[src/rtl/uart_rx.sv]
// uart_rx: oversampling UART receiver driven by a 1-clk tick at OVERSAMPLE x baud.
// Optional even-parity bit between data and stop is enabled by defining UART_RX_PARITY_EN;
// without it the frame is start + DATA_BITS + stop and parity_err is tied low.
module uart_rx #(
  parameter int DATA_BITS  = 8,
  parameter int OVERSAMPLE = 16
) (
  input  logic                 clk,
  input  logic                 rst,
  input  logic                 tick,
  input  logic                 rxd,
  output logic [DATA_BITS-1:0] data_out,
  output logic                 data_valid,
  output logic                 framing_err,
  output logic                 parity_err
);

  localparam int SCW = $clog2(OVERSAMPLE);
  localparam int BIW = $clog2(DATA_BITS + 1);
  localparam logic [SCW-1:0] SC_MID  = SCW'(OVERSAMPLE / 2 - 1);
  localparam logic [SCW-1:0] SC_END  = SCW'(OVERSAMPLE - 1);
  localparam logic [BIW-1:0] BI_LAST = BIW'(DATA_BITS - 1);

`ifdef UART_RX_PARITY_EN
  typedef enum logic [2:0] {IDLE, START, DATA, PARITY, STOP, BREAK} state_t;
`else
  typedef enum logic [2:0] {IDLE, START, DATA, STOP, BREAK} state_t;
`endif

  state_t               state, state_n;
  logic [1:0]           sync;
  logic                 rxs;
  logic [SCW-1:0]       sc, sc_n;
  logic [BIW-1:0]       bi, bi_n;
  logic [DATA_BITS-1:0] sh, sh_n;
  logic                 dv_n, fe_n;
`ifdef UART_RX_PARITY_EN
  logic                 par_bad, par_n, pe_n;
`endif

  // two-flop synchroniser, idles high so reset does not look like a start edge
  always_ff @(posedge clk or posedge rst) begin
    if (rst) sync <= 2'b11;
    else     sync <= {sync[0], rxd};
  end
  assign rxs = sync[1];

  // next-state, counters and output pulses; everything advances only on tick
  always_comb begin
    state_n = state;
    sc_n    = sc;
    bi_n    = bi;
    sh_n    = sh;
    dv_n    = 1'b0;
    fe_n    = 1'b0;
`ifdef UART_RX_PARITY_EN
    par_n   = par_bad;
    pe_n    = 1'b0;
`endif
    if (tick) begin
      case (state)
        IDLE: if (!rxs) begin
          state_n = START;
          sc_n    = '0;
        end
        START: if (sc == SC_MID) begin
          sc_n = '0;
          bi_n = '0;
          // a start bit that is gone by its midpoint was a glitch
          state_n = rxs ? IDLE : DATA;
        end else sc_n = sc + 1'b1;
        DATA: if (sc == SC_END) begin
          sc_n = '0;
          sh_n = {rxs, sh[DATA_BITS-1:1]};
          bi_n = bi + 1'b1;
`ifdef UART_RX_PARITY_EN
          if (bi == BI_LAST) state_n = PARITY;
`else
          if (bi == BI_LAST) state_n = STOP;
`endif
        end else sc_n = sc + 1'b1;
`ifdef UART_RX_PARITY_EN
        PARITY: if (sc == SC_END) begin
          sc_n    = '0;
          par_n   = (^sh) ^ rxs;
          state_n = STOP;
        end else sc_n = sc + 1'b1;
`endif
        STOP: if (sc == SC_END) begin
          sc_n = '0;
          if (rxs) begin
            dv_n    = 1'b1;
`ifdef UART_RX_PARITY_EN
            pe_n    = par_bad;
`endif
            state_n = IDLE;
          end else begin
            // only one framing error per held-low line: wait in BREAK for idle
            fe_n    = 1'b1;
            state_n = BREAK;
          end
        end else sc_n = sc + 1'b1;
        BREAK: if (rxs) state_n = IDLE;
        default: state_n = IDLE;
      endcase
    end
  end

  // FSM and datapath registers
  always_ff @(posedge clk or posedge rst) begin
    if (rst) begin
      state <= IDLE;
      sc    <= '0;
      bi    <= '0;
      sh    <= '0;
    end else begin
      state <= state_n;
      sc    <= sc_n;
      bi    <= bi_n;
      sh    <= sh_n;
    end
  end

  // registered result pulses; data_out only moves with data_valid
  always_ff @(posedge clk or posedge rst) begin
    if (rst) begin
      data_out    <= '0;
      data_valid  <= 1'b0;
      framing_err <= 1'b0;
    end else begin
      data_valid  <= dv_n;
      framing_err <= fe_n;
      if (dv_n) data_out <= sh;
    end
  end

`ifdef UART_RX_PARITY_EN
  // parity verdict held from the parity sample until the stop sample
  always_ff @(posedge clk or posedge rst) begin
    if (rst) begin
      par_bad    <= 1'b0;
      parity_err <= 1'b0;
    end else begin
      par_bad    <= par_n;
      parity_err <= pe_n;
    end
  end
`else
  assign parity_err = 1'b0;
`endif

endmodule

[config.mk]
export PLATFORM = sky130hd
export DESIGN_NAME = uart_rx
export DESIGN_NICKNAME = d
export VERILOG_FILES = /design/src/rtl/uart_rx.sv
export SDC_FILE = /design/constraint.sdc
export NUM_CORES = 1
export LEC_CHECK = 0
export ABC_CLOCK_PERIOD_IN_PS = 4000
export BUFFER_PORTS_ARGS = -buffer_cell sky130_fd_sc_hd__buf_4
export CAP_MARGIN = 0
export CORE_ASPECT_RATIO = 1.25
export CORE_UTILIZATION = 55
export CTS_CLUSTER_DIAMETER = 200
export DETAILED_ROUTE_END_ITERATION = 10
export HOLD_SLACK_MARGIN = 0.06
export PLACE_DENSITY = 0.77
export SLEW_MARGIN = 20
export SYNTH_ARGS = -nofsm -noshare
export SYNTH_HDL_FRONTEND = slang
export SYNTH_SLANG_ARGS = --single-unit
[constraint.sdc]
create_clock -name clk -period 4 [get_ports clk]
set_input_delay 0.2 -clock clk [delete_from_list [all_inputs] [get_ports clk]]
set_output_delay 0.2 -clock clk [all_outputs]
set_load 0.02 [all_outputs]
; Word-level counts from Yosys, hierarchy flattened
; Cells that the tools add are included.
; W data, S select, Z words.
[word_totals]
reg_bits = 31
output_inout_bits = 11
wordCells = 55
[classes]
n_addsub = 2
eq_ne = 13
mux = 24
n_reduce_logical = 8
[op_table]
columns = cell, n
row1 = $mux W3, 7
row2 = $mux W4, 5
row3 = $pmux W3 S5, 1
row4 = $ne A2 B2 Y1 const B, 6
row5 = $pmux W4 S3, 1
row6 = $add A4 B1 Y4 const B, 2
row7 = $eq A4 B3 Y1 const B, 2
row8 = $mux W1, 8
row9 = $pmux W4 S2, 1
row10 = $reduce_and A7 Y1, 1
row11 = $eq A3 B2 Y1 const B, 2
row12 = $reduce_and A3 Y1, 2
row13 = $eq A4 B4 Y1 const B, 1
row14 = $reduce_and A4 Y1, 1
row15 = $eq A3 B1 Y1 const B, 1
row16 = $eq A3 B3 Y1 const B, 1
row17 = $logic_not A3 Y1, 1
row18 = $reduce_bool A3 Y1, 1
row19 = $mux W2, 1
row20 = $reduce_bool A2 Y1, 1
row21 = $reduce_or A2 Y1, 1

; Depth between registers and ports, before layout
; Gate-level depths: netlist (run 1).
[logic_depth]
depth_word = 4
ltp_mapped = 6
depth_no_buf = 5

; Worst setup path before layout (run 1)
; OpenSTA, ideal clock, no wires.
[synth_path]
kind = register to register
startpoint = reg sc[0]
endpoint = reg sh[0]
setup_time_ps = 125
t_arrival_ps = 1454
setup_slack_ps = 2421
path_stages_with_launch = 7
n_path_buf = 2
synth_period_minus_slack_ps = 1579
cell_sequence = dfrtp_1 -> ha_1 -> buf_4 -> and4_4 -> and2_1 -> buf_4 -> mux2_2
[synth_between]
elab_chain_len = 2
[synth_lines]
columns = element, line_no
row1 = start: declaration, 33  ; logic [SCW-1:0] sc, sc_n;
row2 = start signal: assignment, 118  ; sc <= sc_n;
row3 = $eq A4 B4 Y1, 72  ; DATA: if (sc == SC_END) begin
row4 = $reduce_and A3 Y1 (no line), n/a
row5 = end signal: assignment, 120  ; sh <= sh_n;
row6 = end: declaration, 35  ; logic [DATA_BITS-1:0] sh, sh_n;
; No other way between the ends.
; A chain may end at the register's enable or synchronous reset.

; Worst setup path in the final report (run 1)
[layout_path]
startpoint = reg state[1]
endpoint = reg sh[1]
[layout_between]
elab_chain_len = 2
[layout_lines]
columns = element, line_no
row1 = start: declaration, 30  ; state_t state, state_n;
row2 = start signal: assignment, 117  ; state <= state_n;
row3 = $eq A3 B2 Y1, 61  ; case (state)
row4 = $reduce_and A3 Y1 (no line), n/a
; No other way between the ends.

==> results of run 1 <==
-- cell usage after synthesis, types with 2 or more instances --
cell type  instances
o31ai_1            3
inv_1              3
clkbuf_8           2
nand2_1            3
nor3b_1            4
buf_4              4
nor2_1             3
buf_6              2
a31oi_1            5
nand2b_1           3
mux2i_1            2
mux2_2            16
nand3_1            3
dfrtp_1           29
and4b_1            2
a21oi_1            4
ha_1               2
o2bb2ai_1          3
dfstp_2            2
-- logic make-up (layout without fill, tap and decap cells) --
kind of cell / after synthesis / count (layout) / share of synthesized area, %
flip-flops: 31 / 31 / 52.6
AND/OR/NAND/NOR: 29 / 29 / 14.0
AO/OA/AOI/OAI: 22 / 22 / 10.5
multiplexers: 18 / 18 / 13.5
buffers and inverters: 13 / 28 / 6.77
adder cells (fa/ha/maj): 2 / 2 / 1.69
other: 1 / 1 / 0.254
XOR/XNOR: 1 / 1 / 0.592
-- through the flow --
stage | hold slack, ns | utilization [%] | worst slack [ns]
finish | 0.119 | 65.8 | 2.12
CTS | 0.103 | 65.8 | 2.12
global route | 0.118 | 65.8 | 2.00
floorplan | 0.204 | - | 2.42
global placement | 0.296 | 61.6 | 2.19
detailed placement | 0.303 | 61.6 | 2.13
-- power by group through the flow --
stage / Sequential (W) / Clock, W / Combinational, W
final: 0.000426 / 0.000256 / 0.000165
after global routing: 0.000435 / 0.000276 / 0.000185
after CTS: 0.000426 / 0.000263 / 0.000166
after detailed placement: 0.000433 / 0 / 0.000163
after global placement: 0.000424 / 0 / 0.000156
after floorplan: 0.000385 / 0 / 0.000209
-- state kept, by name, indices dropped and copies added, names as in the netlist --
signal and count:
bi 4, data_out 8, data_valid 1, framing_err 1
sc 4, sh 8, state 3, sync 2
-- cell usage in the layout, fill, tap and decap left out, drive strengths merged, types with 3 or more instances in the layout --
| cell | instances |
|---|---|
| nand3 | 4 |
| nand2 | 3 |
| a21oi | 5 |
| clkbuf | 6 |
| nor2 | 3 |
| dfrtp | 29 |
| mux2 | 16 |
| o2bb2ai | 3 |
| nand2b | 3 |
| nor3b | 5 |
| inv | 4 |
| a31oi | 5 |
| o31ai | 3 |
| buf | 14 |
-- worst max-delay path by stage --
stage,startpoint,slack [ns],cells after the start,end
after global routing,state[1],2.00,3,sh[6]
after detailed placement,sc[0],2.13,4,sh[1]
after global placement,sc[0],2.19,4,sh[3]
after floorplan,sc[0],2.42,6,sh[0]
after CTS,sc[0],2.12,4,sh[4]
final,state[1],2.12,3,sh[1]
-- final cells by class --
type | count | share of cell area, %
Sequential cell | 31 | 47.3
Tap cell | 33 | 2.51
Inverter | 4 | 0.912
Clock inverter | 2 | 2.13
Clock buffer | 6 | 3.12
Timing Repair Buffer | 16 | 7.60
Multi-Input combinational cell | 73 | 36.5
-- metal layers --
metal	routed length [um]	vias up	global-route usage, %
met5	0	-	0
met4	58	0	13.0
met3	82	6	6.11
met2	1150	12	32.6
met1	1160	466	24.8
li1	-	448	-
-- timing repair --
action / in CTS / in global routing
hold buffers: 2 / 0
hold endpoints to repair: 30 / 0
buffers inserted: 0 / 0
==> metrics.md, run 1 <==
| Metric | Value |
|---|---|
| Fill cells | between 150 and 200 |
| Psw | ~0.00026 W |
| Row cnt | 20 |
| Share of the synthesized area in the top cell type | around half |
| Placed insts | 155 |
| Reg2reg setup slack | about 2.1 ns |
| Crit path cell chain | nor3b_4 > and2_1 > mux2_2 |
| Sequential power share | just over 50% |
| GRT Total Usage | between 20% and 30% |
| CTS H-tree depth | 2 |
| Via-per-instance ratio | roughly 5.6 |
| Synthesized area | around 1500 um^2 |
| Crit path max fanout | 14 |
| I/O Buffers | 13 |
| Sequential cell area | 778 um^2 |
| Clock transition at the registers of the reported paths | about 0.10 ns |
| HP Start | tick |
| Final Setup Violations | 0 |
| Placed inst area | between 1500 and 2000 um^2 |
| Pre-antenna DRT Iters | 4 |
| Yosys reg bits | 31 |
| Pint | just under 0.0006 W |
| Main synth FF type | dfrtp_1 |
| Initial antenna violation count | 0 |
| Yosys warnings | 0 |
| Crit end category | flop |
| Worst skew pair latency | ~0.34 ns |
| Multi-input logic area | approximately 600 um^2 |
| Syn nets | 123 |
| Seq/Total Area, Yosys | between 50% and 60% |
| Distinct cell type count after synthesis | 41 |
| Layout area overhead | 11.3% |
| Final #Nets | roughly 140 |
| Clock power share | 30.2% |
| DRC violations left | 0 |
| Routed WL | 2450 um |
| R2R cell count | 3 |
| Crit-path max cell delay | 0.61 ns |
| Crit path launch type | flop |
| Iteration-0 DRC Markers | 16 |
| Core area | around 2500 um^2 |
| Max Cap Viol | 0 |
| RSZ-0062 raised after global routing | false |
| # resized after CTS | 0 |
| Antenna Cells | 0 |
| CTS tree | built |
| Post-route cell area | about 1600 um^2 |
| Ratio of final minimum period to clock period | between 40 and 50% |
| Slew Limit Fails | 0 |
| First-pass GRT wire length | 4320 um |
| Power Total | about 0.00085 W |
| Avg Cell Area, Syn | 12.6 um^2 |
| Fmax | 532 MHz |
| Routed len/inst | between 10 and 15 um |
| Sink Count | 31 |
| Sw Ratio | just over 30% |
| Post-DP HPWL | approximately 1600 um |
| Maximum VDD drop | 0.000435 V |
| CTS buffer count | 5 |
| R2r startpoint | state[1] |
| Via Count | about 930 |
| Setup TNS | 0 ns |
| Die H | 60.0 um |
| Die width | roughly 48 um |
| Io pins | 15 |
| Worst Hold Class | in -> reg |
| Hold path depth | 2 |
| Endpoints failing hold | 0 |
| Root buf cell | clkbuf_4 |
| Share of cells above drive strength 1 | a little over a third |
| P_leak | around 0.8 nW |
| Gpl congestion | ~0.74 |
| Power per cell area | roughly 510 nW/um^2 |
| Comb pwr share | 19.5% |
| Final Non-Filler Cells | approximately 170 |
| Gr ovfl total | 0 |
| Vias in the first global route | ~960 |
| Hold Path End | state[1] |
| Min Tclk post-route | ~1.9 ns |
| Outcome | completed |
| Syn Inst Count | 117 |
| Worst path required time | 4.23 ns |
| Synth area leader | dfrtp_1 |
| Post-synth EDFFs | 0 |
| Worst Setup Path Type | reg -> reg |
| Family with the most delay on the worst path | simple AND/OR/NAND/NOR gates |
| Async SR Flop Fraction | 100% |
| Starting Density | 59.1% |
| Synth area leaders | dfrtp_1 49%, mux2_2 12%, dfstp_2 3.6% |
| Largest net degree at the start of global routing | 32 |
| Die area | roughly 2900 um^2 |
| Slowest-stage cell, CP | dfrtp_1 |
| CTS max path bufs | 2 |
| Worst Path Buf+Inv | 0 |
| Clock Skew | about 0.011 ns |
| Worst r2r dst | sh[1] |
| Post-route ant nets | 0 |
| Worst Path Arrival | approximately 2.1 ns |
No activity file was read; power rests on OpenSTA's default activity.
==> run 2, diff against run 1 <==
Settings changed: ABC_AREA set to 1, ABC_CLOCK_PERIOD_IN_PS 4000 to 1900.
Clock period 4 ns to 1.9 ns, I/O delays scaled along.
==> run 2 against run 1 <==
Core utilization grew 0.77 points. Critical path depth grew 3. Global-route usage grew 0.78 points. Clock skew grew 0.0033 ns. Sequential share of layout area shrank 0.072 points. Final area grew 0.15%. Setup slack lost 1.7 ns. First-iteration DRC count grew 88%. Hold slack gained 0.034 ns. Critical path type unchanged. Highest routed layer unchanged.
==> metrics.md, run 2 <==
| Metric | Value |
|---|---|
| Synth area leader | dfrtp_1 |
| Endpoints failing hold | 0 |
| Async SR Flop Fraction | 100% |
| Yosys reg bits | 31 |
| Postcts setup bufs | 0 |
| Die H | 59.8 um |
| Slew Limit Fails | 0 |
| Synth top cells by count | 43 x nand2_1, 29 x dfrtp_1, 22 x inv_1, 12 x nor2_1, 11 x nand3_1 |
| P_leak | 0.858 nW |
| Post-DP HPWL | about 1800 um |
| Max Cap Viol | 0 |
| Slowest-stage cell, CP | dfrtp_1 |
| Gpl congestion | 0.811 |
| Yosys warnings | 0 |
| Die area | a little under 3000 um^2 |
| Crit path launch type | flop |
| Worst Hold Class | in -> reg |
| Pre-antenna DRT Iters | 4 |
| Routed len/inst | roughly 11 um |
| Core area | between 2000 and 2500 um^2 |
| CTS max path bufs | 2 |
| Family with the most delay on the worst path | simple AND/OR/NAND/NOR gates |
| Initial antenna violation count | 0 |
| Synthesized area | ~1500 um^2 |
| Main synth FF type | dfrtp_1 |
| Most common cell after layout, fill and taps aside | nand2_1 |
| Sink Count | 31 |
| Ratio of final minimum period to clock period | 77.0% |
| CTS tree | built |
| Crit end category | flop |
| Largest net degree at the start of global routing | 32 |
| Root buf cell | clkbuf_4 |
| Commonest cells after routing, fill and taps aside | 43 x nand2_1, 29 x dfrtp_1, 22 x inv_1 |
| Pint | a little over 0.001 W |
| Avg Cell Area, Syn | 8.84 um^2 |
| Comb pwr share | between 20 and 30% |
| Via-per-instance ratio | 5.09 |
| Seq/Total Area, Yosys | between 50% and 60% |
| First-pass GRT wire length | between 4000 and 5000 um |
| Clock transition at the registers of the reported paths | roughly 0.10 ns |
| Share of cells above drive strength 1 | 23.2% |
| Sequential power share | between 50% and 60% |
| CTS H-tree depth | 2 |
| Vias in the first global route | between 1000 and 1500 |
| Post-route cell area | 1650 um^2 |
| Share of the synthesized area in the top cell type | roughly 50% |
| Worst Setup Path Type | reg -> reg |
| Power per cell area | between 900 and 1000 nW/um^2 |
| Row cnt | 20 |
| DRC violations left | 0 |
| Final Setup Violations | 0 |
| Psw | around 0.00055 W |
| GRT Total Usage | approximately a fifth |
| Min Tclk post-route | between 1 and 1.5 ns |
| Gr ovfl total | 0 |
| Largest regs | data_out: 8 flops, sh: 8 flops |
| Post-synth EDFFs | 0 |
| CTS buffer count | 5 |
| Crit path max fanout | 16 |
| Setup TNS | 0 ns |
| Syn Inst Count | 166 |
| Post-route ant nets | 0 |
| RSZ-0062 raised after global routing | false |
| Final #Nets | around 190 |
| Starting Density | between 50% and 60% |
| Iteration-0 DRC Markers | 30 |
| Worst Path Arrival | ~1.7 ns |
| Io pins | 15 |
| Via Count | ~1100 |
| Die width | between 40 and 50 um |
| Antenna Cells | 0 |
| Most frequent cell after synthesis | nand2_1 |
| Placed inst area | ~1600 um^2 |
| Sw Ratio | a little over a third |
| Worst skew pair latency | 0.32 ns |
| Clock power share | roughly 24% |
| Layout area overhead | 12.4% |
| Distinct cell type count after synthesis | 22 |
| Worst Path Buf+Inv | 0 |
| Maximum VDD drop | 0.000759 V |
| I/O Buffers | 13 |
| Synth area leaders | dfrtp_1 49%, nand2_1 11%, o21ai_2 6.0% |
| Crit path cell chain | ha_1 > nand3_1 > nor2_4 > nand2_2 > nand2_1 > o21ai_2 |
| Crit-path max cell delay | approximately 0.38 ns |
| Worst path required time | 2.11 ns |
| Routed WL | around 2500 um |
| Fmax | ~680 MHz |
| Clock Skew | approximately 0.014 ns |
| Outcome | completed |
| Syn nets | around 170 |
==> run 2: cell count changes in the layout (fill, tap and decap cells not counted), sizes merged, moves of 4 or more <==
cell / previous run / this run
mux2: 16 / 0
inv: 4 / 24
o21ai: 1 / 24
nand3: 4 / 11
a21oi: 5 / 1
nor3b: 5 / 1
a31oi: 5 / 0
nand2: 3 / 47
nor2: 3 / 16
==> run 2: repair_timing <==
item | 4_1_cts | 5_1_grt
hold buffers | 2 | 0
gates resized for setup | 0 | 0
hold endpoints to repair | 30 | 0
==> run 2: cells by family (layout without fill, tap and decap cells) <==
family                     after synthesis  after routing  share of synthesized area (%)
adders and majority gates                2              2                           1.70
and+or+nand+nor                         76             76                           23.2
DFF                                     31             31                           53.0
xor gates and xnor gates                 3              3                           1.79
buffers and inverters                   28             47                           8.95
AOI/OAI and AO/OA                       25             25                           11.1
other                                    1              1                          0.256
==> run 2: cell type report <==
type                    count  area (um^2)
multi-input cells         107          558
flip-flops and latches     31          778
repair buffers             16          125
well taps                  33         41.3
fillers                   203          828
clock buffers               6         51.3
inverters                  24         90.1
clock inverters             1         5.00
==> run 2: path summary, 6_finish.rpt <==
kind / to / depth (start not counted) / slack (ns) / from
max in group asynchronous: sync[0] / 4 / 1.17 / rst
max reg2reg: data_out[2] / 6 / 0.44 / sc[0]
min reg2reg: sync[1] / 0 / 0.36 / sync[0]
min: state[0] / 5 / 0.15 / tick
max: data_out[2] / 6 / 0.44 / sc[0]
min in group asynchronous: bi[2] / 4 / 0.39 / rst
==> run 2: power groups by stage <==
stage	clock (W)	sequential (W)	combinational [W]
2_1_floorplan	0	0.000791	0.000315
3_3_place_gp	0	0.000805	0.000369
3_5_place_dp	0	0.000809	0.000386
4_1_cts	0.000397	0.000796	0.000395
5_1_grt	0.000421	0.000803	0.000460
6_report	0.000384	0.000798	0.000396
==> run 2: metal layers <==
layer  share of wire, %  up-vias  track usage [%]
met4               0.93        0             8.73
met3                4.5        4             9.67
met1                 45      526             26.1
met2                 50       29             32.0
met5                  0        -                0
li1                   -      551                -
==> run 2: metrics by stage <==
stage                     utilization (%)  setup WS [ns]  hold WS [ns]  power, W  std cells
after floorplan                         -          0.580        0.0995   0.00111        166
after CTS                            66.6          0.419         0.139   0.00159        218
after detailed placement             63.5          0.421         0.198   0.00120        209
after global routing                 66.6          0.319         0.191   0.00168        218
final                                66.6          0.437         0.153   0.00158        218
after global placement               63.5          0.473         0.198   0.00117        209
==> run 2: worst reg2reg max path, stage by stage, from the launching register on <==
cell,delay (ns)
dfrtp_1,0.38
ha_1,0.20
nand3_1,0.17
nor2_4,0.17
nand2_2,0.23
nand2_1,0.15
o21ai_2,0.06
==> run 3, diff against run 2 <==
Settings changed: ABC_CLOCK_PERIOD_IN_PS 1900 to 1230, CORE_UTILIZATION 55 to 51, PLACE_DENSITY 0.77 to 0.75.
Clock period 1.9 ns to 1.23 ns, I/O delays scaled along.
==> run 3 against run 2 <==
The flow now finishes with violations (setup timing). Core utilization increased by 8.9 points. Critical path depth unchanged. Global-route usage increased by 4.3 points. Sequential share of layout area decreased by 8.9 points. Clock-buffer cell count unchanged. Critical path type unchanged. Critical endpoint is now bi[3].
==> metrics.md, run 3 (synthesis gave the netlist of run 2 again) <==
| Metric | Value |
|---|---|
| Clock Skew | approximately 0.010 ns |
| CTS H-tree depth | 2 |
| Crit path cell chain | nor2_4 > nand2_2 > o21ai_1 > nand2_4 > nand2_1 > o21ai_1 |
| Starting Density | between 50% and 60% |
| Final #Nets | ~210 |
| Clock transition at the registers of the reported paths | ~0.10 ns |
| Sequential cell area | 782 um^2 |
| Fill cells | 172 |
| Worst Hold Class | in -> reg |
| Initial antenna violation count | 0 |
| Root buf cell | clkbuf_4 |
| Worst Path Buf+Inv | 0 |
| Worst Path Arrival | 1.59 ns |
| Multi-input logic area | around 770 um^2 |
| GRT Total Usage | 25.6% |
| Final Non-Filler Cells | about 240 |
| Die width | about 50 um |
| Slew Limit Fails | 0 |
| Share of cells above drive strength 1 | between 40% and 50% |
| Largest regs | data_out: 8 flops, sh: 8 flops |
| Via-per-instance ratio | approximately 5.3 |
| Crit-path max cell delay | 0.48 ns |
| Final Setup Violations | 27 |
| Placed insts | about 220 |
| Crit end category | flop |
| Reg2reg setup slack | -0.13 ns |
| Antenna Cells | 0 |
| Commonest cells after routing, fill and taps aside | 27 x nand2_1, 27 x buf_4, 26 x dfrtp_1 |
| Routed WL | between 3000 and 4000 um |
| P_leak | ~1 nW |
| Layout area overhead | 39.1% |
| Place WS | -0.159 ns |
| Fmax | 736 MHz |
| Gr ovfl total | 0 |
| I/O Buffers | 13 |
| Worst path required time | approximately 1.5 ns |
| Die area | about 3100 um^2 |
| Worst path most repeated cell | o21ai_1 |
| Vias in the first global route | roughly 1300 |
| CTS max path bufs | 2 |
| Max Cap Viol | 0 |
| Min Tclk post-route | 1.36 ns |
| Routed len/inst | ~15 um |
| CP startpoint | state[0] |
| Outcome | finished with violations |
| Endpoints failing hold | 0 |
| CTS buffer count | 5 |
| Via Count | 1250 |
| Crit path max fanout | 8 |
| Iteration-0 DRC Markers | 25 |
| CTS tree | built |
| Io pins | 15 |
| Slowest-stage cell, CP | dfrtp_2 |
| First-pass GRT wire length | 5660 um |
| Gpl congestion | between 0.8 and 0.9 |
| Maximum VDD drop | between 0.001 and 0.0015 V |
| Pre-antenna DRT Iters | 6 |
| Worst Setup Path Type | reg -> reg |
| Failing checks | setup timing |
| Core area | 2710 um^2 |
| RSZ-0062 raised after global routing | true |
| Setup ws final | -0.129 ns |
| Worst skew pair latency | 0.34 ns |
| Final Util | around three quarters |
| R2r startpoint | state[0] |
| Crit path launch type | flop |
| Sink Count | 31 |
| Row cnt | 21 |
| Die H | between 60 and 70 um |
| Post-DP HPWL | approximately 2100 um |
| Family with the most delay on the worst path | flip-flops |
| Ratio of final minimum period to clock period | 110% |
| HP Start | tick |
| Largest net degree at the start of global routing | 32 |
| Post-route ant nets | 0 |
| DRC violations left | 0 |
| Power per cell area | about 1600 nW/um^2 |
run 3: cell types whose count changed in the layout (fill, tap and decap cells not counted), moves of 7 or more:
cell / change
nor2_1: -7
nand2_4: +7
nor2_4: +7
nand2_2: +9
nand2_1: -16
buf_4: +13
run 3: worst paths after layout:
kind                       endpoint  depth (start not counted)
hold reg to reg             sync[1]                          0
setup reg to reg              bi[3]                          6
hold / removal             state[0]                          5
setup / recovery              bi[3]                          6
min in group asynchronous     bi[1]                          4
max in group asynchronous   sync[0]                          4
run 3: repair_timing:
item | 4_1_cts | 5_1_grt
gates resized for setup | 28 | 25
hold endpoints to repair | 30 | 0
hold buffers | 2 | 0
gates cloned | 2 | 0
buffers inserted | 6 | 2
pin swaps | 11 | 2
endpoints found under the setup margin | 28 | 28
run 3: layer usage:
| layer | vias to the layer above | part of all wire, % | GRT usage (%) |
|---|---|---|---|
| met2 | 35 | 53 | 43.2 |
| li1 | 591 | - | - |
| met5 | - | 0 | 0 |
| met3 | 24 | 4.2 | 6.57 |
| met1 | 600 | 39 | 29.0 |
| met4 | 0 | 4.3 | 16.7 |
run 3: layout make-up:
type | count | share of cell area, %
clock buffers | 6 | 2.51
clock inverters | 2 | 1.72
inverters | 24 | 4.66
multi-input cells | 109 | 37.9
flip-flops and latches | 31 | 38.3
well taps | 34 | 2.08
repair buffers | 31 | 12.9
run 3: per-stage QoR:
stage	total power (W)	instance area (um^2)	hold slack [ns]	TNS [ns]
4_1_cts	0.00301	1920	0.0966	-1.47
3_3_place_gp	0.00190	1650	0.165	-1.13
2_1_floorplan	0.00173	1490	0.0660	-0.212
5_1_grt	0.00343	2040	0.149	-4.27
3_5_place_dp	0.00196	1650	0.169	-2.95
6_report	0.00327	2040	0.132	-2.60
run 3: worst register-to-register path, delay by kind of cell, from the launching register on:
family	cells	cell delay, ns
simple gates	4	0.46
flops	1	0.48
compound gates	2	0.31
run 3: power by group:
group	internal [W]	leakage [nW]	switching, W
clock	0.000480	0.0482	0.000370
sequential	0.00112	0.417	0.000136
combinational	0.000480	0.522	0.000679
total	0.00208	0.987	0.00119
